File: src/rtl/instruction_fetch_unit_pkg.sv
// Shared CPU package for the instruction fetch unit.
// Holds the fetch FSM state encoding, the NOP word used for squashed or idle
// slots, the PC increment constant and a saturating-increment helper.
package instruction_fetch_unit_pkg;

  typedef enum logic [1:0] {
    ST_BOOT = 2'd0,
    ST_RUN  = 2'd1,
    ST_HALT = 2'd2
  } fetch_state_e;

  localparam logic [31:0] NOP_WORD = 32'h0000_0000;
  localparam logic [31:0] PC_INC   = 32'd4;

  // Increment that sticks at all-ones instead of wrapping.
  function automatic logic [31:0] sat_inc(input logic [31:0] value);
    return (value == 32'hFFFF_FFFF) ? value : value + 32'd1;
  endfunction

endpackage

File: src/rtl/pc_next_select.sv
// Next-PC selection for the instruction fetch unit.
// Priority: jump > branch > stall (hold) > sequential PC+4. A redirect wins
// over a stall. Redirect targets are forced word-aligned and a nonzero low
// pair of bits is reported through misaligned.
// Ports:
//   pc            current PC
//   pc_write      1 = advance, 0 = hold
//   branch_taken / branch_target   conditional redirect
//   jump_taken   / jump_target     unconditional redirect
//   pc_plus4      pc + 4, wrapping modulo 2^32
//   next_pc       selected next PC
//   redirect      a branch or jump is being taken
//   misaligned    the taken redirect target had bits [1:0] nonzero
module pc_next_select
  import instruction_fetch_unit_pkg::*;
(
  input  logic [31:0] pc,
  input  logic        pc_write,
  input  logic        branch_taken,
  input  logic [31:0] branch_target,
  input  logic        jump_taken,
  input  logic [31:0] jump_target,
  output logic [31:0] pc_plus4,
  output logic [31:0] next_pc,
  output logic        redirect,
  output logic        misaligned
);

  logic [31:0] target;

  // NOTE: every signal written in a combinational block gets a default at the
  // top so no path leaves it unassigned, which would infer a latch.
  always_comb begin
    pc_plus4   = pc + PC_INC;
    redirect   = jump_taken | branch_taken;
    target     = jump_taken ? jump_target : branch_target;
    misaligned = redirect && (target[1:0] != 2'b00);
    next_pc    = pc;
    if (redirect) begin
      next_pc = {target[31:2], 2'b00};
    end else if (pc_write) begin
      next_pc = pc_plus4;
    end
  end

endmodule

File: src/rtl/instruction_fetch_unit.sv
// Instruction fetch unit: PC register, BOOT/RUN/HALT fetch FSM, sticky
// alignment error flag and saturating issued-instruction counter.
// Ports:
//   Clk, Reset (async active-low)
//   PCWrite                       1 = advance, 0 = stall
//   BranchTaken/BranchTarget      conditional redirect request
//   JumpTaken/JumpTarget          unconditional redirect request
//   ImemRdata                     instruction word for ImemAddr (combinational)
//   ImemAddr                      current PC
//   Instruction, PCAddResult      word and PC+4 for the fetch/decode register
//   Write, Flush                  load enable / squash for that register
//   Halted, AlignErr, FetchCount  status
module instruction_fetch_unit
  import instruction_fetch_unit_pkg::*;
#(
  parameter logic [31:0] RESET_PC  = 32'h0000_0000,
  parameter logic [31:0] HALT_WORD = 32'hFFFF_FFFF
) (
  input  logic        Clk,
  input  logic        Reset,
  input  logic        PCWrite,
  input  logic        BranchTaken,
  input  logic [31:0] BranchTarget,
  input  logic        JumpTaken,
  input  logic [31:0] JumpTarget,
  input  logic [31:0] ImemRdata,
  output logic [31:0] ImemAddr,
  output logic [31:0] Instruction,
  output logic [31:0] PCAddResult,
  output logic        Write,
  output logic        Flush,
  output logic        Halted,
  output logic        AlignErr,
  output logic [31:0] FetchCount
);

  fetch_state_e state, state_next;
  logic [31:0]  pc, pc_next, sel_next_pc, pc_plus4;
  logic         redirect, misaligned;
  logic         align_err, align_set;
  logic [31:0]  fetch_count;
  logic         count_en;

  pc_next_select u_pc_next_select (
    .pc            (pc),
    .pc_write      (PCWrite),
    .branch_taken  (BranchTaken),
    .branch_target (BranchTarget),
    .jump_taken    (JumpTaken),
    .jump_target   (JumpTarget),
    .pc_plus4      (pc_plus4),
    .next_pc       (sel_next_pc),
    .redirect      (redirect),
    .misaligned    (misaligned)
  );

  // NOTE: sequential state uses non-blocking assignments so every register
  // samples the pre-edge values regardless of block ordering.
  always_ff @(posedge Clk or negedge Reset) begin
    if (!Reset) begin
      state       <= ST_BOOT;
      pc          <= RESET_PC;
      align_err   <= 1'b0;
      fetch_count <= '0;
    end else begin
      state <= state_next;
      pc    <= pc_next;
      if (align_set) align_err <= 1'b1;
      if (count_en)  fetch_count <= sat_inc(fetch_count);
    end
  end

  always_comb begin
    state_next  = state;
    pc_next     = pc;
    Instruction = NOP_WORD;
    Write       = 1'b0;
    Flush       = 1'b0;
    count_en    = 1'b0;
    align_set   = 1'b0;
    case (state)
      // One squashed slot while the PC sits at RESET_PC.
      ST_BOOT: begin
        Write      = 1'b1;
        Flush      = 1'b1;
        state_next = ST_RUN;
      end
      ST_RUN: begin
        pc_next = sel_next_pc;
        if (redirect) begin
          // Whatever memory returned this cycle is on the wrong path.
          Write     = 1'b1;
          Flush     = 1'b1;
          align_set = misaligned;
        end else if (PCWrite) begin
          Instruction = ImemRdata;
          Write       = 1'b1;
          count_en    = 1'b1;
          // The halt word itself is still handed to decode.
          if (ImemRdata == HALT_WORD) state_next = ST_HALT;
        end else begin
          Instruction = ImemRdata;
        end
      end
      ST_HALT: begin
        // Only Reset leaves HALT; requests are ignored.
      end
      default: state_next = ST_BOOT;
    endcase
  end

  assign ImemAddr    = pc;
  assign PCAddResult = pc_plus4;
  assign Halted      = (state == ST_HALT);
  assign AlignErr    = align_err;
  assign FetchCount  = fetch_count;

endmodule

File: config.mk
export PLATFORM = sky130hd
export DESIGN_NAME = instruction_fetch_unit
export DESIGN_NICKNAME = d
export VERILOG_FILES = /design/src/rtl/instruction_fetch_unit_pkg.sv /design/src/rtl/pc_next_select.sv /design/src/rtl/instruction_fetch_unit.sv
export SDC_FILE = /design/constraint.sdc
export NUM_CORES = 1
export LEC_CHECK = 0
export ABC_AREA = 0
export CAP_MARGIN = 20
export CORE_MARGIN = 3
export CORE_UTILIZATION = 60
export DETAILED_ROUTE_END_ITERATION = 6
export DONT_BUFFER_PORTS = 1
export PLACE_DENSITY_LB_ADDON = 0.12
export SLEW_MARGIN = 30
export SYNTH_ARGS = -nofsm -noshare
export SYNTH_HDL_FRONTEND = slang
export SYNTH_SLANG_ARGS = --single-unit
File: constraint.sdc
create_clock -name Clk -period 2.9 [get_ports Clk]
set_input_delay 0.435 -clock Clk [delete_from_list [all_inputs] [get_ports Clk]]
set_output_delay 0.435 -clock Clk [all_outputs]
set_load 0.02 [all_outputs]
==> impl_metrics.ini <==
[placed_design]
port_buffers = 0
gp_congestion = 0.962
place_hpwl_mm = 10.4
place_area_mm2 = 0.00478

[pwr]
power_frac_comb = 0.238
powerDensity_mw_per_mm2 = 510
swShare = 0.370
leakage_nw = 2.12
clock_power_share = 0.306
power.switching_w = 0.000954
pwr-share-seq = 0.455
ir_drop_mv = 0.479
p_int_w = 0.00162

[routing]
routed-via-count = 4166
drc = 0
totalWireLength_mm = 14.1
drt_first_pass_iters = 5
drt_iter0_markers = 328
ant_nets = 0
drt-vias-per-instance = 6.65
avgRoutedWirePerCell_um = 22.6

[die]
die_area_mm2 = 0.00860
die-height_um = 92.7
initial_core_util = 0.639
coreArea_mm2 = 0.00706
ios = 233
placementRows = 30
die_width_um = 92.7

[cts]
max-clock-path-buffers = 2
clock_sinks = 65
cts_tree = built
clkTransAtPathRegs_ns = 0.08
clockRootBuffer = clkbuf_8
htreeDepth = 3
cts_buffers = 9
clk-insertion-delay-late_ns = 0.35

[yosys]
yosys-top-cells-area = dfrtp_1, xnor2_1, xor2_1
yosysWarnings = 0
ys_ff_latch = 65
async_flop_share = 1.00
synth_area_mm2 = 0.00451
synth_flop_cell = dfrtp_1
ys_types = 64
avgSynthCellArea_um2 = 8.99
synth-edff-count = 0
synth_top_area_cell = dfrtp_1
synth_seq_area_share = 0.361
synth_cells = 502
synth_top_area_share = 0.361

[job]
cap_violations = 0

[timing]
grt_setup_unrepaired = no
tns_ns = 0
min_period_ns = 2.76
setup_viol = 0
tightest_slew_ns = 0.719
fin_crit_sh = 0.952
finalHoldViolCount = 0
max_freq_ghz = 0.362
clock_skew_ns = 0.0134
max_slew_margin = 0.516
drv_slew = 0

[layout]
multi_input_area_mm2 = 0.00273
fillers = 569
drive_gt1_frac = 0.155
n_antenna_cell = 0
final_area_mm2 = 0.00506
syn2layout_area_growth_pct = 12.1
seqCellArea_mm2 = 0.00163
finalNetCount = 628

[global_routing]
antenna_found_initial = 0
grt_max_degree = 66
grt_pass1_wl_mm = 21.2
grt_usage = 0.316
grt_pass1_vias = 3992
overflow = 0

[outcome]
status = complete, no violations

[worst_hold_path]
hp-start = JumpTaken
hold_path_class = input pin to flip-flop
holdPathEnd = ImemAddr[6]
whs_path_depth = 2

[worst_setup_path]
reg2reg_slack_ns = 0.39
regToRegStartpoint = FetchCount[0]
path_class = flip-flop to output pin
path_max_fanout = 10
end_kind = output pin
cp_data_required_time_ns = 2.47
reg2regPathDepth = 6
critical_path_arrival_ns = 2.32
start_kind = flip-flop
reg2reg_to = FetchCount[1]
state kept, by name, indices dropped and copies added (netlist names):
register,count
state,2
ImemAddr,30
AlignErr,1
FetchCount,32
layer usage:
layer  part of all wire  routed length [um]  track usage
met4              0.024                 335        0.114
met2               0.47                6640        0.498
met1               0.39                5550        0.418
met5                  0                   0            0
met3               0.11                1600       0.0877
power by group through the flow:
| stage | registers, W | logic, W | clock network [W] |
|---|---|---|---|
| 6_report | 0.00117 | 0.000614 | 0.000790 |
| 5_1_grt | 0.00119 | 0.000656 | 0.000837 |
| 4_1_cts | 0.00117 | 0.000607 | 0.000798 |
| 3_5_place_dp | 0.00119 | 0.000581 | 0 |
| 3_3_place_gp | 0.00118 | 0.000567 | 0 |
| 2_1_floorplan | 0.00121 | 0.000390 | 0 |
worst max-delay path by stage:
stage / start / endpoint / slack, ns / cells after the start
floorplan: ImemAddr[9] / PCAddResult[25] / 0.30 / 7
global placement: ImemAddr[7] / PCAddResult[25] / 0.41 / 6
detailed placement: ImemAddr[7] / PCAddResult[25] / 0.34 / 6
CTS: ImemAddr[8] / PCAddResult[25] / 0.02 / 6
global route: ImemAddr[8] / PCAddResult[25] / 0.02 / 7
finish: ImemAddr[21] / PCAddResult[25] / 0.14 / 6
what timing repair did:
item                                    CTS  global route
hold buffers                              2             0
endpoints found under the setup margin    1             5
buffers inserted                          0             1
endpoints found under the hold margin    65             0
pin swaps                                 1             1
gates cloned                              0             0
gates resized for setup                   4             3
per-stage QoR:
step	total power [W]	instances	hold WS [ns]	setup WS [ns]	utilization
floorplan	0.00160	505	0.139	0.298	-
global placement	0.00175	607	0.141	0.406	0.678
detailed placement	0.00177	607	0.141	0.340	0.678
CTS	0.00258	625	0.286	0.0231	0.713
global route	0.00268	626	0.305	0.0237	0.716
finish	0.00258	626	0.292	0.141	0.716
layout make-up:
| class | count | area share |
|---|---|---|
| clock inverter | 6 | 0.0134 |
| inverter | 11 | 0.00817 |
| clock buffer | 10 | 0.0272 |
| timing repair buffer | 41 | 0.0653 |
| multi-input combinational | 397 | 0.540 |
| sequential | 65 | 0.322 |
| tap | 96 | 0.0238 |
Yosys cell counts (2+ instances only):
cell and instances:
a22o_1 6, xnor2_1 34, xor2_1 25, a22oi_1 3, inv_1 9, nor2_1 27, nor2b_1 2, o21a_1 7
o22ai_1 12, o31a_1 2, nor4_4 6, nor4_2 2, nor3_1 8, nand3_1 24, or2_2 2, o211ai_1 2
clkbuf_1 18, a31oi_1 7, nor4_1 5, nor3_2 3, dfrtp_1 65, mux2i_1 6, o2bb2ai_1 7, buf_4 4
o21ai_0 20, and3_1 7, a2bb2oi_1 4, nor3b_1 2, or3_1 2, a21oi_1 23, and2_1 34, o22a_1 6
a222oi_1 2, ha_1 2, nand4_1 28, nand2_1 36, o21ai_1 7, and4_1 10, buf_2 8
logic make-up after synthesis:
logic type,after synthesis,share of synthesized area
flip-flops,65,0.361
AND/OR/NAND/NOR,206,0.283
XOR/XNOR,59,0.115
buffers and inverters,43,0.0430
AO/OA/AOI/OAI,119,0.176
other,1,0.000831
multiplexers,7,0.0158
adder cells (fa/ha/maj),2,0.00555
placed cells by master (no fill, tap or decap), types with 9 or more instances in the layout:
cell type,count
inv_1,9
and2_1,34
dfrtp_1,62
clkbuf_8,10
o22ai_1,12
nand3_1,24
nand4_1,28
xnor2_1,34
nor2_1,27
and4_1,10
o21ai_0,20
xor2_1,24
a21oi_1,23
nand2_1,36
buf_4,39
critical path: stages, from the launching register on:
cell and delay (ns):
dfrtp_2 0.47, nand3_1 0.10, or4_4 0.68, nor3_4 0.30
nand2_1 0.11, xnor2_1 0.16, buf_4 0.16
Power figures use the tool's default switching activity.
